## src/rtl/sys_defs.sv

```systemverilog
// Shared definitions for the CDB and its consumers (RS wakeup, map table, ROB).
// CDB_PACKET   : broadcast payload {reg_tag, reg_value}; tag 0 means "no tag".
// FU2CDB_PACKET: one functional-unit result as presented to the broadcaster.
package sys_defs;

    localparam int unsigned ROB_LEN       = 32;
    localparam int unsigned XLEN          = 32;
    localparam int unsigned TAG_W         = $clog2(ROB_LEN);
    localparam int unsigned NUM_FU        = 4;
    localparam int unsigned CDB_BUF_DEPTH = 2;

    typedef struct packed {
        logic [TAG_W-1:0] reg_tag;
        logic [XLEN-1:0]  reg_value;
    } CDB_PACKET;

    typedef struct packed {
        logic             valid;
        logic [TAG_W-1:0] tag;
        logic [XLEN-1:0]  value;
    } FU2CDB_PACKET;

endpackage

```

## src/rtl/cdb_fu_fifo.sv

```systemverilog
// Per-FU result buffer: circular FIFO of CDB packets.
// Ports: clk, rst_n (async active-low), push_i/push_data_i, pop_i, flush_i
//        (synchronous clear, dominates push/pop), head_o (oldest entry),
//        full_o/empty_o (decoded from the registered occupancy count).
module cdb_fu_fifo
    import sys_defs::CDB_PACKET;
#(
    parameter int unsigned DEPTH = sys_defs::CDB_BUF_DEPTH
) (
    input  logic      clk,
    input  logic      rst_n,
    input  logic      push_i,
    input  CDB_PACKET push_data_i,
    input  logic      pop_i,
    input  logic      flush_i,
    output CDB_PACKET head_o,
    output logic      full_o,
    output logic      empty_o
);

    localparam int unsigned PTR_W = $clog2(DEPTH);
    localparam int unsigned CNT_W = PTR_W + 1;

    CDB_PACKET          mem_q [DEPTH];
    logic [PTR_W-1:0]   head_q, head_d;
    logic [PTR_W-1:0]   tail_q, tail_d;
    logic [CNT_W-1:0]   count_q, count_d;

    // Pointer/count update; DEPTH is a power of two so pointers wrap naturally.
    always_comb begin
        head_d  = head_q;
        tail_d  = tail_q;
        count_d = count_q;
        if (flush_i) begin
            head_d  = '0;
            tail_d  = '0;
            count_d = '0;
        end else begin
            if (push_i) tail_d = tail_q + PTR_W'(1);
            if (pop_i)  head_d = head_q + PTR_W'(1);
            case ({push_i, pop_i})
                2'b10:   count_d = count_q + CNT_W'(1);
                2'b01:   count_d = count_q - CNT_W'(1);
                default: count_d = count_q;
            endcase
        end
    end

    always_ff @(posedge clk or negedge rst_n) begin
        if (!rst_n) begin
            head_q  <= '0;
            tail_q  <= '0;
            count_q <= '0;
        end else begin
            head_q  <= head_d;
            tail_q  <= tail_d;
            count_q <= count_d;
        end
    end

    // Storage needs no reset: entries are only read when count_q says valid.
    always_ff @(posedge clk) begin
        if (push_i && !flush_i) mem_q[tail_q] <= push_data_i;
    end

    assign head_o  = mem_q[head_q];
    assign full_o  = (count_q == CNT_W'(DEPTH));
    assign empty_o = (count_q == '0);

    a_no_push_full: assert property (@(posedge clk) disable iff (!rst_n) !(push_i && full_o));
    a_no_pop_empty: assert property (@(posedge clk) disable iff (!rst_n) !(pop_i && empty_o));

endmodule

```

## src/rtl/cdb_broadcaster.sv

```systemverilog
// Transmit end of the Common Data Bus: buffers FU results per FU, round-robin
// arbitrates among nonempty buffers and drives one registered broadcast/cycle.
// Ports: clock, reset (async active-low), fu_valid/fu_tag/fu_value (FU results),
//        fu_ready (combinational back-pressure), squash (sync flush),
//        cdb_packet_out/cdb_valid/cdb_src (registered broadcast and grant index).
module cdb_broadcaster
    import sys_defs::CDB_PACKET;
    import sys_defs::FU2CDB_PACKET;
    import sys_defs::TAG_W;
    import sys_defs::XLEN;
#(
    parameter int unsigned NUM_FU    = sys_defs::NUM_FU,
    parameter int unsigned BUF_DEPTH = sys_defs::CDB_BUF_DEPTH
) (
    input  logic                             clock,
    input  logic                             reset,
    input  logic [NUM_FU-1:0]                fu_valid,
    input  logic [NUM_FU-1:0][TAG_W-1:0]     fu_tag,
    input  logic [NUM_FU-1:0][XLEN-1:0]      fu_value,
    output logic [NUM_FU-1:0]                fu_ready,
    input  logic                             squash,
    output CDB_PACKET                        cdb_packet_out,
    output logic                             cdb_valid,
    output logic [$clog2(NUM_FU)-1:0]        cdb_src
);

    localparam int unsigned SRC_W = $clog2(NUM_FU);

    logic [NUM_FU-1:0] full, empty, push, pop;
    CDB_PACKET         head [NUM_FU];

    logic [SRC_W-1:0]  rr_ptr_q, rr_ptr_d;
    logic              valid_q, valid_d;
    CDB_PACKET         pkt_q, pkt_d;
    logic [SRC_W-1:0]  src_q, src_d;

    logic              grant_vld;
    logic [SRC_W-1:0]  grant_idx;
    int unsigned       idx;

    // Ready ignores a same-cycle pop so it never depends on the arbiter.
    assign fu_ready = {NUM_FU{reset}} & ~full;

    for (genvar g = 0; g < NUM_FU; g++) begin : g_fu
        FU2CDB_PACKET fu_in;
        CDB_PACKET    fu_pkt;

        assign fu_in   = {fu_valid[g], fu_tag[g], fu_value[g]};
        assign fu_pkt  = '{reg_tag: fu_in.tag, reg_value: fu_in.value};
        // Tag 0 is the "no tag" encoding and is silently dropped.
        assign push[g] = fu_in.valid & fu_ready[g] & (fu_in.tag != '0) & ~squash;

        cdb_fu_fifo #(.DEPTH(BUF_DEPTH)) u_fifo (
            .clk         (clock),
            .rst_n       (reset),
            .push_i      (push[g]),
            .push_data_i (fu_pkt),
            .pop_i       (pop[g]),
            .flush_i     (squash),
            .head_o      (head[g]),
            .full_o      (full[g]),
            .empty_o     (empty[g])
        );
    end

    // Round-robin search: first nonempty buffer at or above rr_ptr, wrapping.
    always_comb begin
        grant_vld = 1'b0;
        grant_idx = '0;
        idx       = 0;
        for (int unsigned k = 0; k < NUM_FU; k++) begin
            idx = 32'(rr_ptr_q) + k;
            if (idx >= NUM_FU) idx = idx - NUM_FU;
            if (!grant_vld && !empty[SRC_W'(idx)]) begin
                grant_vld = 1'b1;
                grant_idx = SRC_W'(idx);
            end
        end
    end

    // Broadcast register next state; reg_value holds when idle.
    always_comb begin
        pop      = '0;
        valid_d  = 1'b0;
        pkt_d    = '{reg_tag: '0, reg_value: pkt_q.reg_value};
        src_d    = src_q;
        rr_ptr_d = rr_ptr_q;
        if (squash) begin
            rr_ptr_d = '0;
        end else if (grant_vld) begin
            pop[grant_idx] = 1'b1;
            valid_d        = 1'b1;
            pkt_d          = head[grant_idx];
            src_d          = grant_idx;
            rr_ptr_d       = (32'(grant_idx) == NUM_FU - 1) ? '0 : grant_idx + SRC_W'(1);
        end
    end

    always_ff @(posedge clock or negedge reset) begin
        if (!reset) begin
            valid_q  <= 1'b0;
            pkt_q    <= '0;
            src_q    <= '0;
            rr_ptr_q <= '0;
        end else begin
            valid_q  <= valid_d;
            pkt_q    <= pkt_d;
            src_q    <= src_d;
            rr_ptr_q <= rr_ptr_d;
        end
    end

    assign cdb_valid      = valid_q;
    assign cdb_packet_out = pkt_q;
    assign cdb_src        = src_q;

endmodule

```

## config.mk

```make
export PLATFORM = sky130hd
export DESIGN_NAME = cdb_broadcaster
export DESIGN_NICKNAME = d
export VERILOG_FILES = /design/src/rtl/sys_defs.sv /design/src/rtl/cdb_fu_fifo.sv /design/src/rtl/cdb_broadcaster.sv
export SDC_FILE = /design/constraint.sdc
export NUM_CORES = 1
export LEC_CHECK = 0
export CORE_MARGIN = 5
export CORE_UTILIZATION = 30
export DETAILED_ROUTE_END_ITERATION = 10
export REMOVE_ABC_BUFFERS = 1
export SLEW_MARGIN = 10
export SYNTH_ARGS = -nofsm -noshare
export SYNTH_HDL_FRONTEND = slang
export SYNTH_HIERARCHICAL = 1
export SYNTH_SLANG_ARGS = --single-unit
```

## constraint.sdc

```tcl
create_clock -name clock -period 6 [get_ports clock]
set_input_delay 0.6 -clock clock [delete_from_list [all_inputs] [get_ports clock]]
set_output_delay 0.6 -clock clock [all_outputs]
set_load 0.02 [all_outputs]
```

==> run_results.csv, run 1 <==
group,metric,value,unit
clock_tree,ctsLongestPathBuffers,3,
route,drc_errors,0,
clock_tree,cts_max_level,2,
sta,period_share,60.3,%
route,first_pass_iters,5,
clock_tree,clock-sinks,354,
yosys,synth-async-reset-ratio,16.4,%
cells_and_area,syn_to_final_growth,26.9,%
yosys,synth_edf_count,296,
global_route,grt_max_degree,47,
sta,worst_slack,2.38,ns
sta,slew_viol_final,0,
yosys,ys_ff_latch,354,
hold_path,hold_path.class,"in -> async",
setup_path,cp-end-kind,"flop",
yosys,synth_most_common_cell,"edfxtp_1",
yosys,yosysSeqAreaShare,69.8,%
sta,setup_viol,0,
power_and_ir_drop,peakVddDrop,0.239,mV
setup_path,crit_fanout,33,
sta,max_freq,276,MHz
clock_tree,clk_latency,0.55,ns
route,wl,39300,um
yosys,synth_area,14800,um^2
setup_path,r2r_cells,7,
setup_path,critical_path_class,"reg -> reg",
floorplanning,die_w,232,um
sta,worst_pin_slew,1.09,ns
setup_path,cp.arrival,4.05,ns
placed_design,place_ws,2.03,ns
placed_design,postPlaceCellArea,17500,um^2
floorplanning,dieArea,54000,um^2
setup_path,cp.required,6.43,ns
global_route,gr-total-overflow,0,
yosys,yosysTopAreaCellShare,60.0,%
yosys,synth_common_cells,"edfxtp_1, mux2_2, mux2_4, dfrtp_1, nand3_1",
setup_path,reg2reg_from,"g_fu[3].u_fifo/count_q[0]",
global_route,grt_use_total,14.1,%
floorplanning,start_util,30.3,%
clock_tree,cts_made_buffers,39,
route,via_per_inst,4.67,
route,wl_met1,17600,um
cells_and_area,design_area,18800,um^2
run_status,outcome,"finished clean",
yosys,synth_cell_types,48,
flow_run,maxCapViolCount,0,
power_and_ir_drop,power.density,430,nW/um^2
route,route.met2.wl,18600,um
sta,rsz0062_at_grt,"false",
route,top_layer_used,"met5",
global_route,grt_pass1_vias,8482,
global_route,antenna_found_initial,1,
power_and_ir_drop,p_leak,6.46,nW
cells_and_area,drive_gt1_share,28.0,%
floorplanning,die_h,232,um
sta,min_period,3.62,ns
route,drt_iter0_markers,500,
clock_tree,clockRootBuffer,"clkbuf_16",
setup_path,reg2reg_to,"cdb_packet_out[23]",
cells_and_area,antenna_cells,0,
setup_path,critPathLaunchType,"flop",
global_route,grt_pass1_wl,56200,um
placed_design,routabilityCongestion,0.738,
yosys,synth_flop_cell,"edfxtp_1",
route,route.vias.total,8139,
sta,finalSetupTns,0,ns
placed_design,numPortBuffers,198,
placed_design,hpwl,26300,um
yosys,syn_area_per_cell,17.7,um^2
setup_path,regToRegSetupSlack,2.38,ns
sta,fin_skew,0.0105,ns
cells_and_area,nets,1209,
route,dr_wl_met3,2300,um
floorplanning,core-area,49000,um^2
yosys,yosys_warnings,6,
yosys,syn_inst,838,
floorplanning,num_io_pins,199,
yosys,yosysTopAreaCell,"edfxtp_1",
clock_tree,cts_tree,"yes",
route,routedWlPerCell,22.5,um
setup_path,crit_start,"g_fu[3].u_fifo/count_q[0]",
route,ant_nets,0,
clock_tree,ctsResizeCount,0,
clock_tree,postCtsSetupRepairBufs,0,
clock_tree,clkTransAtPathRegs,0.06,ns
floorplanning,rows,81,
sta,hold_violations,0,
sta,slew_headroom,27.0,%
yosys,synth.area.top_cells,"edfxtp_1, dfrtp_1, mux2_4",
-- state kept, by name, summed over array words and instances, names as in the netlist --
register             flops
cdb_valid                1
cdb_src                  2
g_fu.u_fifo/tail_q       4
cdb_packet_out          37
g_fu.u_fifo/head_q       4
g_fu.u_fifo/count_q      8
g_fu.u_fifo/mem_q      296
rr_ptr_q                 2
-- stage by stage --
step	power [mW]	util [%]	hold slack [ns]	cells
floorplan	4.67	-	0.304	795
global placement	5.70	35.7	0.487	1672
detailed placement	5.75	35.7	0.485	1672
CTS	8.20	38.4	0.498	1743
global route	8.45	38.4	0.538	1743
finish	8.09	38.4	0.498	1743
-- routing by layer --
metal / vias to the layer above / track usage (%)
li1: 3711 / -
met5: - / 0
met2: 223 / 22.9
met4: 2 / 3.75
met3: 45 / 2.96
met1: 4158 / 19.3
-- power breakdown --
part	leakage (nW)	switching, mW	internal, mW
Clock	0.645	0.964	1.47
Sequential	3.39	0.216	2.87
Combinational	2.42	1.37	1.20
-- timing repair --
item                                    in CTS  in global routing
hold buffers                                 1                  0
endpoints found under the hold margin       12                  0
endpoints found under the setup margin       0                  0
-- cell usage in the layout, fill, tap and decap left out, types with 4 or more instances in the layout --
cell type          n
a21oi_1           19
buf_4             16
bufinv_16          4
clkbuf_8           7
o221a_2           15
clkbuf_16         39
nor2_1            23
nor3_1             5
mux2_2            96
dfrtp_2            4
dfrtp_1           54
or4_1              4
xor2_1             4
o21ai_0           32
nor4bb_1           4
and3b_1            4
nor3b_2            8
nor3b_1            4
clkbuf_1           9
mux2_4            84
ha_1               4
clkdlybuf4s50_1  197
edfxtp_1         296
a221o_1           17
nand3_1           47
and2_1            10
clkinv_2           5
xnor2_1           11
nor2b_1            8
and3b_2            4
nand2_1            8
o21ai_1            4
-- kinds of logic (layout without fill, tap and decap cells) --
family | Yosys count | count (layout) | share of synthesized area [%]
DFF | 354 | 354 | 69.8
xor gates and xnor gates | 15 | 15 | 0.886
buffers and inverters | 46 | 287 | 2.15
and+or+nand+nor | 139 | 139 | 5.48
AOI/OAI and AO/OA | 94 | 94 | 4.71
adders and majority gates | 4 | 4 | 0.338
muxes | 186 | 186 | 16.7
-- worst max path at each step --
stage,endpoint,slack [ns],cells after the start
2_1_floorplan,g_fu[1].u_fifo/mem_q[0][0],0.99,3
3_3_place_gp,g_fu[3].u_fifo/mem_q[1][2],2.23,4
3_5_place_dp,g_fu[3].u_fifo/mem_q[1][7],2.03,4
4_1_cts,cdb_packet_out[23],2.29,7
5_1_grt,g_fu[2].u_fifo/mem_q[1][28],2.19,5
6_report,cdb_packet_out[23],2.38,7
-- layout make-up --
| cell class | count | area (um^2) |
|---|---|---|
| inverters | 3 | 11.3 |
| well taps | 664 | 831 |
| repair buffers | 214 | 2100 |
| multi-input cells | 438 | 4210 |
| flip-flops and latches | 354 | 10300 |
| clock buffers | 55 | 1110 |
| clock inverters | 15 | 205 |
| fillers | 4483 | 30100 |
-- critical path, cell delays in order (launching register included) --
cell and delay, ns:
dfrtp_1 0.43, nor2_1 0.57, o21a_2 0.73, nor2_4 0.07, inv_2 0.56, buf_4 0.41, mux2_2 0.38, a221o_1 0.32
No activity file was read; power rests on OpenSTA's default activity.
==> run 2: changes to the inputs <==
==> constraint.sdc (replaced) <==
create_clock -name clock -period 3.3 [get_ports clock]
set_input_delay 0.33 -clock clock [delete_from_list [all_inputs] [get_ports clock]]
set_output_delay 0.33 -clock clock [all_outputs]
set_load 0.02 [all_outputs]
==> run 2 against run 1 <==
  * Die area did not move
  * Via count rose by 1.2%
  * Core utilization rose by 0.55 points
  * Sequential power rose by 81%
  * Highest routed layer unchanged
  * Setup slack got worse by 1.8 ns
  * Count of clock-buffer cells in the layout fell by 2
  * Critical path depth did not move
  * Clock skew rose by 0.020 ns
  * Combinational power rose by 91%
  * Flip-flop and latch count did not move
==> run_results.csv, run 2 (synthesis results as in run 1) <==
group,metric,value,unit
run_status,outcome,"finished clean",
setup_path,critPathBufInv,4,
setup_path,crit_fanout,20,
placed_design,routabilityCongestion,0.774,
power_and_ir_drop,power.density,778,nW/um^2
setup_path,critical_path_class,"in -> reg",
clock_tree,ctsResizeCount,0,
placed_design,place_ws,0.445,ns
cells_and_area,syn_to_final_growth,28.7,%
sta,rsz0062_at_grt,"false",
global_route,grt_pass1_vias,8947,
global_route,grt_max_degree,48,
sta,period_share,81.9,%
sta,slew_headroom,45.3,%
route,wl,40200,um
setup_path,slowest_delay,0.55,ns
placed_design,hpwl,26500,um
clock_tree,clockRootBuffer,"clkbuf_16",
cells_and_area,drive_gt1_share,29.2,%
route,route.vias.total,8238,
sta,worst_slack,0.596,ns
route,ant_nets,0,
floorplanning,die_w,232,um
floorplanning,core-area,49000,um^2
clock_tree,cts_tree,"yes",
sta,slew_viol_final,0,
route,routedWlPerCell,22.7,um
sta,hold_slack,0.198,ns
global_route,grt_use_total,14.6,%
sta,hold_violations,0,
hold_path,hold_path.class,"in -> async",
placed_design,postPlaceCellArea,17800,um^2
setup_path,path_common_cell,"buf_4",
sta,finalSetupTns,0,ns
cells_and_area,layout_common_cells,"edfxtp_1, clkdlybuf4s50_1, mux2_2",
setup_path,cpLargestDelayFamily,"simple AND/OR/NAND/NOR gates",
power_and_ir_drop,peakVddDrop,0.561,mV
cells_and_area,largest_reg_flops,296,
route,drc_errors,0,
floorplanning,rows,81,
setup_path,critPathLaunchType,"input port",
cells_and_area,nets,1232,
clock_tree,clkTransAtPathRegs,0.07,ns
global_route,gr-total-overflow,0,
sta,max_freq,370,MHz
floorplanning,die_h,232,um
setup_path,cp.arrival,2.94,ns
setup_path,reg2reg_to,"g_fu[1].u_fifo/mem_q[1][31]",
setup_path,reg2reg_from,"g_fu[1].u_fifo/count_q[1]",
sta,worst_pin_slew,0.821,ns
clock_tree,clock-sinks,354,
cells_and_area,final_common_cell,"edfxtp_1",
floorplanning,num_io_pins,199,
sta,setup_viol,0,
setup_path,regToRegSetupSlack,0.65,ns
route,drt_iter0_markers,477,
floorplanning,start_util,30.3,%
clock_tree,cts_made_buffers,39,
setup_path,path_cells,"dlygate4sd3_1, buf_4, nor2b_1, nor4bb_1, buf_4, and3b_2, buf_12",
cells_and_area,max_flop_register,"g_fu.u_fifo/mem_q",
sta,min_period,2.70,ns
cells_and_area,design_area,19100,um^2
placed_design,numPortBuffers,198,
cells_and_area,antenna_cells,0,
floorplanning,dieArea,54000,um^2
flow_run,maxCapViolCount,0,
clock_tree,cts_max_level,2,
route,first_pass_iters,4,
setup_path,cp_slowest_cell,"dlygate4sd3_1",
setup_path,cp.required,3.53,ns
route,via_per_inst,4.66,
sta,fin_skew,0.0300,ns
clock_tree,ctsLongestPathBuffers,3,
clock_tree,clk_latency,0.56,ns
global_route,antenna_found_initial,3,
global_route,grt_pass1_wl,58300,um
setup_path,cp-end-kind,"flop",
power_and_ir_drop,p_leak,6.58,nW
setup_path,r2r_cells,6,
-- run 2: changes by cell type in the layout (fill, tap and decap cells not counted), sizes merged --
cell      previous run  this run
bufinv               4         3
clkinv              11        15
buf                 16        39
clkinvlp             0         1
clkbuf              55        53
-- run 2: how the worst max path moves through the flow --
stage	start	slack (ns)	depth (start not counted)	to
2_1_floorplan	g_fu[1].u_fifo/count_q[1]	-1.60	4	g_fu[1].u_fifo/mem_q[0][0]
5_1_grt	reset	0.51	7	g_fu[1].u_fifo/mem_q[1][31]
6_report	reset	0.60	7	g_fu[1].u_fifo/mem_q[1][31]
3_3_place_gp	fu_tag[9]	0.46	7	g_fu[1].u_fifo/mem_q[1][20]
4_1_cts	reset	0.52	7	g_fu[1].u_fifo/mem_q[1][31]
3_5_place_dp	fu_tag[9]	0.44	7	g_fu[1].u_fifo/mem_q[1][0]
-- run 2: layout make-up --
| cell class | instances | area [um^2] |
|---|---|---|
| fillers | 4468 | 29900 |
| flip-flops and latches | 354 | 10300 |
| multi-input cells | 438 | 4210 |
| repair buffers | 237 | 2400 |
| clock buffers | 53 | 1070 |
| well taps | 664 | 831 |
| clock inverters | 19 | 213 |
| inverters | 3 | 11.3 |
-- run 2: timing repair --
action	CTS	global route
buffers inserted	0	0
hold endpoints to repair	11	0
hold buffers	1	0
-- run 2: metrics by stage --
| step | power (mW) | instances | util (%) |
|---|---|---|---|
| after floorplan | 8.50 | 795 | - |
| after global placement | 10.6 | 1695 | 36.3 |
| after detailed placement | 10.7 | 1695 | 36.3 |
| after CTS | 15.0 | 1768 | 39.0 |
| after global routing | 15.5 | 1768 | 39.0 |
| final | 14.8 | 1768 | 39.0 |
-- run 2: power by group --
part	internal (mW)	switching (mW)	leakage, nW	total [mW]
registers	5.21	0.375	3.39	5.59
logic	2.36	2.58	2.57	4.93
clock network	2.53	1.78	0.620	4.31
total	10.1	4.74	6.58	14.8
-- run 2: worst register-to-register path, delay by kind of cell (launching register included) --
| family | cells | cell delay [ns] |
|---|---|---|
| simple gates | 4 | 1.41 |
| flops | 1 | 0.41 |
| buf+inv | 2 | 0.50 |
-- run 2: per-layer routing --
metal / track usage [%] / part of all wire, %
met3: 2.59 / 5.2
met4: 3.71 / 1.7
met5: 0 / 0.080
met2: 24.3 / 48
met1: 20.0 / 45
